File: src/rtl/flip_executor.sv
// flip_executor: validates a placed move, flips every bracketed opponent run, then places the mover's piece
module flip_executor #(
  parameter int BOARD_DIM = 8,
  parameter int CELL_W = 2,
  localparam int COORD_W = $clog2(BOARD_DIM)
) (
  input  logic                   clk,
  input  logic                   resetn,
  input  logic                   move_valid,
  input  logic [COORD_W-1:0]     move_x,
  input  logic [COORD_W-1:0]     move_y,
  input  logic                   player,
  output logic                   busy,
  output logic [2*COORD_W-1:0]   mem_addr,
  output logic                   mem_we,
  output logic [CELL_W-1:0]      mem_wdata,
  input  logic [CELL_W-1:0]      mem_rdata,
  output logic                   next_turn,
  output logic                   illegal_move,
  output logic [4:0]             flip_count
);
  typedef enum logic [3:0] {
    IDLE, CHK_RD, CHK_EV, DIR_INIT, SCAN_RD, SCAN_EV, FLIP, NEXT_DIR, PLACE, DONE, REJECT
  } state_t;
  localparam logic [COORD_W:0] ONE = (COORD_W+1)'(1);
  state_t state;
  logic [COORD_W-1:0] tx, ty;
  logic [COORD_W:0] sx, sy, run, dx, dy, ix, iy, nx, ny, bx, by;
  logic [2:0] dir;
  logic [4:0] acc;
  logic pl, occupied;
  logic [CELL_W-1:0] own, opp;
  assign dx = (dir >= 3'd1 && dir <= 3'd3) ? ONE : (dir >= 3'd5) ? '1 : '0;
  assign dy = (dir == 3'd7 || dir <= 3'd1) ? '1 : (dir >= 3'd3 && dir <= 3'd5) ? ONE : '0;
  assign ix = {1'b0, tx} + dx;
  assign iy = {1'b0, ty} + dy;
  assign nx = sx + dx;
  assign ny = sy + dy;
  assign bx = sx - dx;
  assign by = sy - dy;
  assign own = pl ? CELL_W'(2) : CELL_W'(1);
  assign opp = pl ? CELL_W'(1) : CELL_W'(2);
  assign occupied = mem_rdata == CELL_W'(1) || mem_rdata == CELL_W'(2);
  // move sequencer: check target, scan each direction, flip runs back toward the target, place, report
  always_ff @(posedge clk) begin
    if (resetn) begin
      state <= IDLE;
      busy <= 1'b0;
      mem_we <= 1'b0;
      mem_addr <= '0;
      mem_wdata <= '0;
      next_turn <= 1'b0;
      illegal_move <= 1'b0;
      flip_count <= '0;
    end else begin
      case (state)
        IDLE: if (move_valid) begin
          tx <= move_x;
          ty <= move_y;
          pl <= player;
          acc <= '0;
          busy <= 1'b1;
          mem_addr <= {move_y, move_x};
          mem_wdata <= player ? CELL_W'(2) : CELL_W'(1);
          state <= CHK_RD;
        end
        CHK_RD: state <= CHK_EV;
        CHK_EV: begin
          dir <= '0;
          illegal_move <= occupied;
          state <= occupied ? REJECT : DIR_INIT;
        end
        DIR_INIT: begin
          sx <= ix;
          sy <= iy;
          run <= '0;
          mem_addr <= {iy[COORD_W-1:0], ix[COORD_W-1:0]};
          state <= (ix[COORD_W] | iy[COORD_W]) ? NEXT_DIR : SCAN_RD;
        end
        SCAN_RD: state <= SCAN_EV;
        SCAN_EV: if (mem_rdata == opp) begin
          run <= run + ONE;
          sx <= nx;
          sy <= ny;
          mem_addr <= {ny[COORD_W-1:0], nx[COORD_W-1:0]};
          state <= (nx[COORD_W] | ny[COORD_W]) ? NEXT_DIR : SCAN_RD;
        end else if (mem_rdata == own && run != '0) begin
          acc <= acc + 5'(run);
          sx <= bx;
          sy <= by;
          mem_addr <= {by[COORD_W-1:0], bx[COORD_W-1:0]};
          mem_we <= 1'b1;
          state <= FLIP;
        end else begin
          state <= NEXT_DIR;
        end
        FLIP: if (run == ONE) begin
          mem_we <= 1'b0;
          state <= NEXT_DIR;
        end else begin
          run <= run - ONE;
          sx <= bx;
          sy <= by;
          mem_addr <= {by[COORD_W-1:0], bx[COORD_W-1:0]};
        end
        NEXT_DIR: if (dir != 3'd7) begin
          dir <= dir + 3'd1;
          state <= DIR_INIT;
        end else if (acc != '0) begin
          mem_addr <= {ty, tx};
          mem_we <= 1'b1;
          state <= PLACE;
        end else begin
          illegal_move <= 1'b1;
          state <= REJECT;
        end
        PLACE: begin
          mem_we <= 1'b0;
          next_turn <= 1'b1;
          flip_count <= acc;
          state <= DONE;
        end
        DONE: begin
          next_turn <= 1'b0;
          busy <= 1'b0;
          state <= IDLE;
        end
        REJECT: begin
          illegal_move <= 1'b0;
          busy <= 1'b0;
          state <= IDLE;
        end
        default: state <= IDLE;
      endcase
    end
  end
endmodule
File: config.mk
export PLATFORM = sky130hd
export DESIGN_NAME = flip_executor
export DESIGN_NICKNAME = d
export VERILOG_FILES = /design/src/rtl/flip_executor.sv
export SDC_FILE = /design/constraint.sdc
export NUM_CORES = 1
export LEC_CHECK = 0
export ABC_CLOCK_PERIOD_IN_PS = 4900
export BUFFER_PORTS_ARGS = -buffer_cell sky130_fd_sc_hd__buf_2
export CAP_MARGIN = 25
export CORE_MARGIN = 3
export CORE_UTILIZATION = 25
export CTS_CLUSTER_DIAMETER = 200
export DETAILED_ROUTE_END_ITERATION = 10
export PLACE_DENSITY = 0.52
export SLEW_MARGIN = 0
export SYNTH_ARGS = -nofsm -noshare
export SYNTH_HDL_FRONTEND = slang
export SYNTH_SLANG_ARGS = --single-unit
export TNS_END_PERCENT = 1
File: constraint.sdc
create_clock -name clk -period 4.9 [get_ports clk]
set_input_delay 0.735 -clock clk [delete_from_list [all_inputs] [get_ports clk]]
set_output_delay 0.735 -clock clk [all_outputs]
set_load 0.01 [all_outputs]
==> impl_metrics.py <==
metrics = {
    "outcome": {
        "outcome": "finished clean",
    },
    "worst_setup_path": {
        "crit_chain": "ha_1 -> ha_1 -> a21oi_4 -> inv_1 -> ha_1 -> o21bai_1 -> a21oi_1 -> xnor2_1 -> a221o_1 -> o21ai_0 -> o21ai_0",
        "r2r_cells": 11,
        "crit_cells": 11,
        "reg2reg_from": "dir[0]",
        "slowest_stage": "edfxtp_1",
        "start_kind": "flop",
        "cp.required_ns": 4.92,
        "crit_fanout": 9,
        "cp-end-kind": "flop",
        "crit_family": "compound AO/OA/AOI/OAI gates",
        "cp.arrival_ns": 3.23,
        "cp-endpoint": "sy[3]",
        "worstReg2RegEnd": "sy[3]",
        "cp-startpoint": "dir[0]",
        "rrSetupSlack_ns": 1.69,
        "critPathKind": "reg -> reg",
        "critical_path_buf_inv_count": 1,
        "cp_common_cell": "ha_1",
        "max_stage_delay_ns": 0.48,
    },
    "global_route": {
        "antenna_found_initial": 0,
        "grt_max_degree": 26,
        "track_usage_pct": 12.38,
        "overflow": 0,
        "grt_pass1_vias": 2839,
        "grt_pass1_wl_um": 14700,
    },
    "floorplan": {
        "initial_core_util_pct": 25.80,
        "die_w_um": 123.6,
        "coreArea_um2": 13400,
        "num_rows": 42,
        "dieArea_um2": 15280,
        "ios": 29,
        "die_y_um": 123.6,
    },
    "timing": {
        "rsz0062_at_grt": "no",
        "max_freq_ghz": 0.3113,
        "slew-limit-headroom_pct": 42.57,
        "tightestPinTransition_ns": 0.8583,
        "finalSetupViolCount": 0,
        "drv_slew": 0,
        "hold_violations": 0,
        "period_share_pct": 65.56,
        "finalCriticalPeriod_ns": 3.212,
        "fin_skew_ns": 0.008352,
        "tns_ns": 0,
    },
    "drt": {
        "wl_per_cell_um": 16.16,
        "dr.pass1.iters": 4,
        "vias": 2772,
        "vias_per_cell": 4.924,
        "post-route-drc-count": 0,
        "wl_um": 9097,
        "drtIter0Drc": 155,
        "ant_nets": 0,
    },
    "min_path": {
        "hold_path.class": "reg -> reg",
        "min_from": "mem_addr[5]",
        "holdPathStages": 2,
    },
    "power_and_ir_drop": {
        "worst_ir_drop_vdd_v": 0.0001505,
        "power_density_nw_per_um2": 406.4,
        "p_leak_uw": 0.001577,
    },
    "synth": {
        "yosysUniqueCellTypes": 68,
        "synthArstFlopShare_pct": 0,
        "synth_area_per_cell_um2": 9.550,
        "ys_ff_latch": 48,
        "netlist_instances": 362,
        "syn-num-nets": 413,
        "synth_edf_count": 27,
        "synth_area_um2": 3457,
        "dominantRegCellSynth": "edfxtp_1",
        "ys_warn_count": 0,
        "seq_area_frac_synth_pct": 35.61,
    },
    "cts": {
        "cts_resized": 0,
        "clkTransAtPathRegs_ns": 0.07,
        "cts_max_path_buffers": 2,
        "root_buffer": "clkbuf_16",
        "cts_setup_buffers": 0,
        "cts_tree": "yes",
        "cts.htree.levels": 2,
        "clock_latency_ns": 0.29,
        "cts_hold_buf": 0,
        "clock-sinks": 48,
        "cts_inserted_buffers": 5,
    },
    "place": {
        "io_buffers": 28,
        "gp_congestion": 0.8551,
        "dpl.hpwl_um": 6714,
        "place_inst": 555,
    },
    "finish": {
        "fin_cells": 563,
        "area_growth_pct": 12.56,
        "fillers": 1421,
        "utilization_pct": 29.04,
        "layout-drive-gt1-share_pct": 14.47,
        "fin_nets": 437,
        "n_antenna_cell": 0,
    },
    "run": {
        "maxCapViolCount": 0,
    },
}
[registers in the layout (all words and copies together), names as in the netlist]
register / count
ty: 3
illegal_move: 1
state: 4
flip_count: 5
busy: 1
acc: 5
mem_addr: 6
pl: 1
mem_wdata: 2
mem_we: 1
next_turn: 1
tx: 3
sx: 4
dir: 3
run: 4
sy: 4
[tightest hold or removal path, delay by kind of cell, from the launching register on]
family           cells  cell delay, ns
AND/OR/NAND/NOR      1            0.05
flip-flops           1            0.31
AO/OA/AOI/OAI        1            0.05
[cell usage after synthesis (2+ instances only)]
master	instances	area [um2]
a21o_1	9	67.56
a21oi_1	28	140.1
a221o_1	2	20.02
a221oi_1	5	43.79
a221oi_2	2	30.03
a222oi_1	4	40.04
a22oi_1	3	22.52
a311oi_1	2	17.52
a31oi_1	5	31.28
and2_1	4	25.02
buf_2	2	10.01
buf_6	4	45.04
clkbuf_1	7	26.28
dfxtp_1	21	420.4
edfxtp_1	27	810.8
fa_1	7	140.1
ha_1	32	400.4
inv_1	30	112.6
mux2i_1	4	40.04
nand2_1	34	127.6
nand2b_1	3	18.77
nand3_1	4	20.02
nor2_1	27	101.4
nor2b_1	4	25.02
nor3_1	9	45.04
nor3_2	2	20.02
o211ai_1	2	15.01
o21a_1	3	22.52
o21ai_0	11	55.05
o21ai_2	2	17.52
o21bai_1	3	22.52
o22ai_1	4	25.02
or2_2	2	12.51
or3_1	2	12.51
or3b_1	2	17.52
xnor2_1	8	70.07
xor2_1	11	96.34
[power breakdown]
group | total (uW) | switching [uW] | internal (uW) | leakage (uW)
combinational | 616 | 352 | 264 | 0.00108
clock | 343 | 153 | 189 | 0.0000712
sequential | 623 | 111 | 512 | 0.000422
[area by class of cell]
cell class	instances	area (um2)	share of cell area, %
Multi-Input combinational cell	269	2021	51.93
Sequential cell	48	1231	31.64
Tap cell	176	220.2	5.659
Timing Repair Buffer	31	162.7	4.180
Clock buffer	6	128.9	3.312
Inverter	31	116.4	2.990
Clock inverter	2	11.26	0.2894
[cell families after synthesis]
family	synth area share, %
fa+ha+maj	15.63
mux	1.484
flops	35.61
xor+xnor	5.465
compound gates	20.41
buf+inv	5.936
simple gates	15.45
[stage by stage]
step | power, uW | area, um2 | setup slack [ns] | hold WS (ns)
floorplan | 1085 | 3457 | 2.058 | 0.4761
global placement | 1237 | 3751 | 1.866 | 0.4378
detailed placement | 1246 | 3751 | 1.738 | 0.4477
CTS | 1594 | 3891 | 1.715 | 0.4579
global route | 1688 | 3891 | 1.508 | 0.4780
finish | 1581 | 3891 | 1.688 | 0.4530
[worst min path at each step]
stage             endpoint  slack [ns]
4_1_cts        mem_addr[5]        0.46
3_5_place_dp   mem_addr[5]        0.45
5_1_grt          next_turn        0.48
2_1_floorplan  mem_addr[2]        0.48
3_3_place_gp   mem_addr[5]        0.44
6_report       mem_addr[5]        0.45
[per-layer routing]
| metal | up-vias | track usage [%] | wire (um) |
|---|---|---|---|
| met5 | - | 0 | 0 |
| met4 | 0 | 4.567 | 195 |
| met3 | 14 | 1.907 | 402 |
| met2 | 63 | 20.34 | 4356 |
| met1 | 1333 | 16.44 | 4142 |
| li1 | 1362 | - | - |
[layout by cell type, fill, tap and decap left out, drive strengths merged, types with 2 or more instances in the layout]
cell type  instances
nor2              29
or2                2
nand2             34
nor2b              4
buf               31
ha                32
dfxtp             21
mux2i              4
nor3              12
nand2b             3
fa                 7
a21oi             30
a222oi             4
a21o               9
o21bai             3
xor2              11
or3b               2
and2               4
inv               32
or3                3
xnor2              8
edfxtp            27
o21a               3
o22ai              4
a221o              2
o211ai             2
a22oi              3
clkbuf             6
a221oi             7
a311oi             2
a31oi              5
o21ai             14
nand3              5
Power figures use the tool's default switching activity.
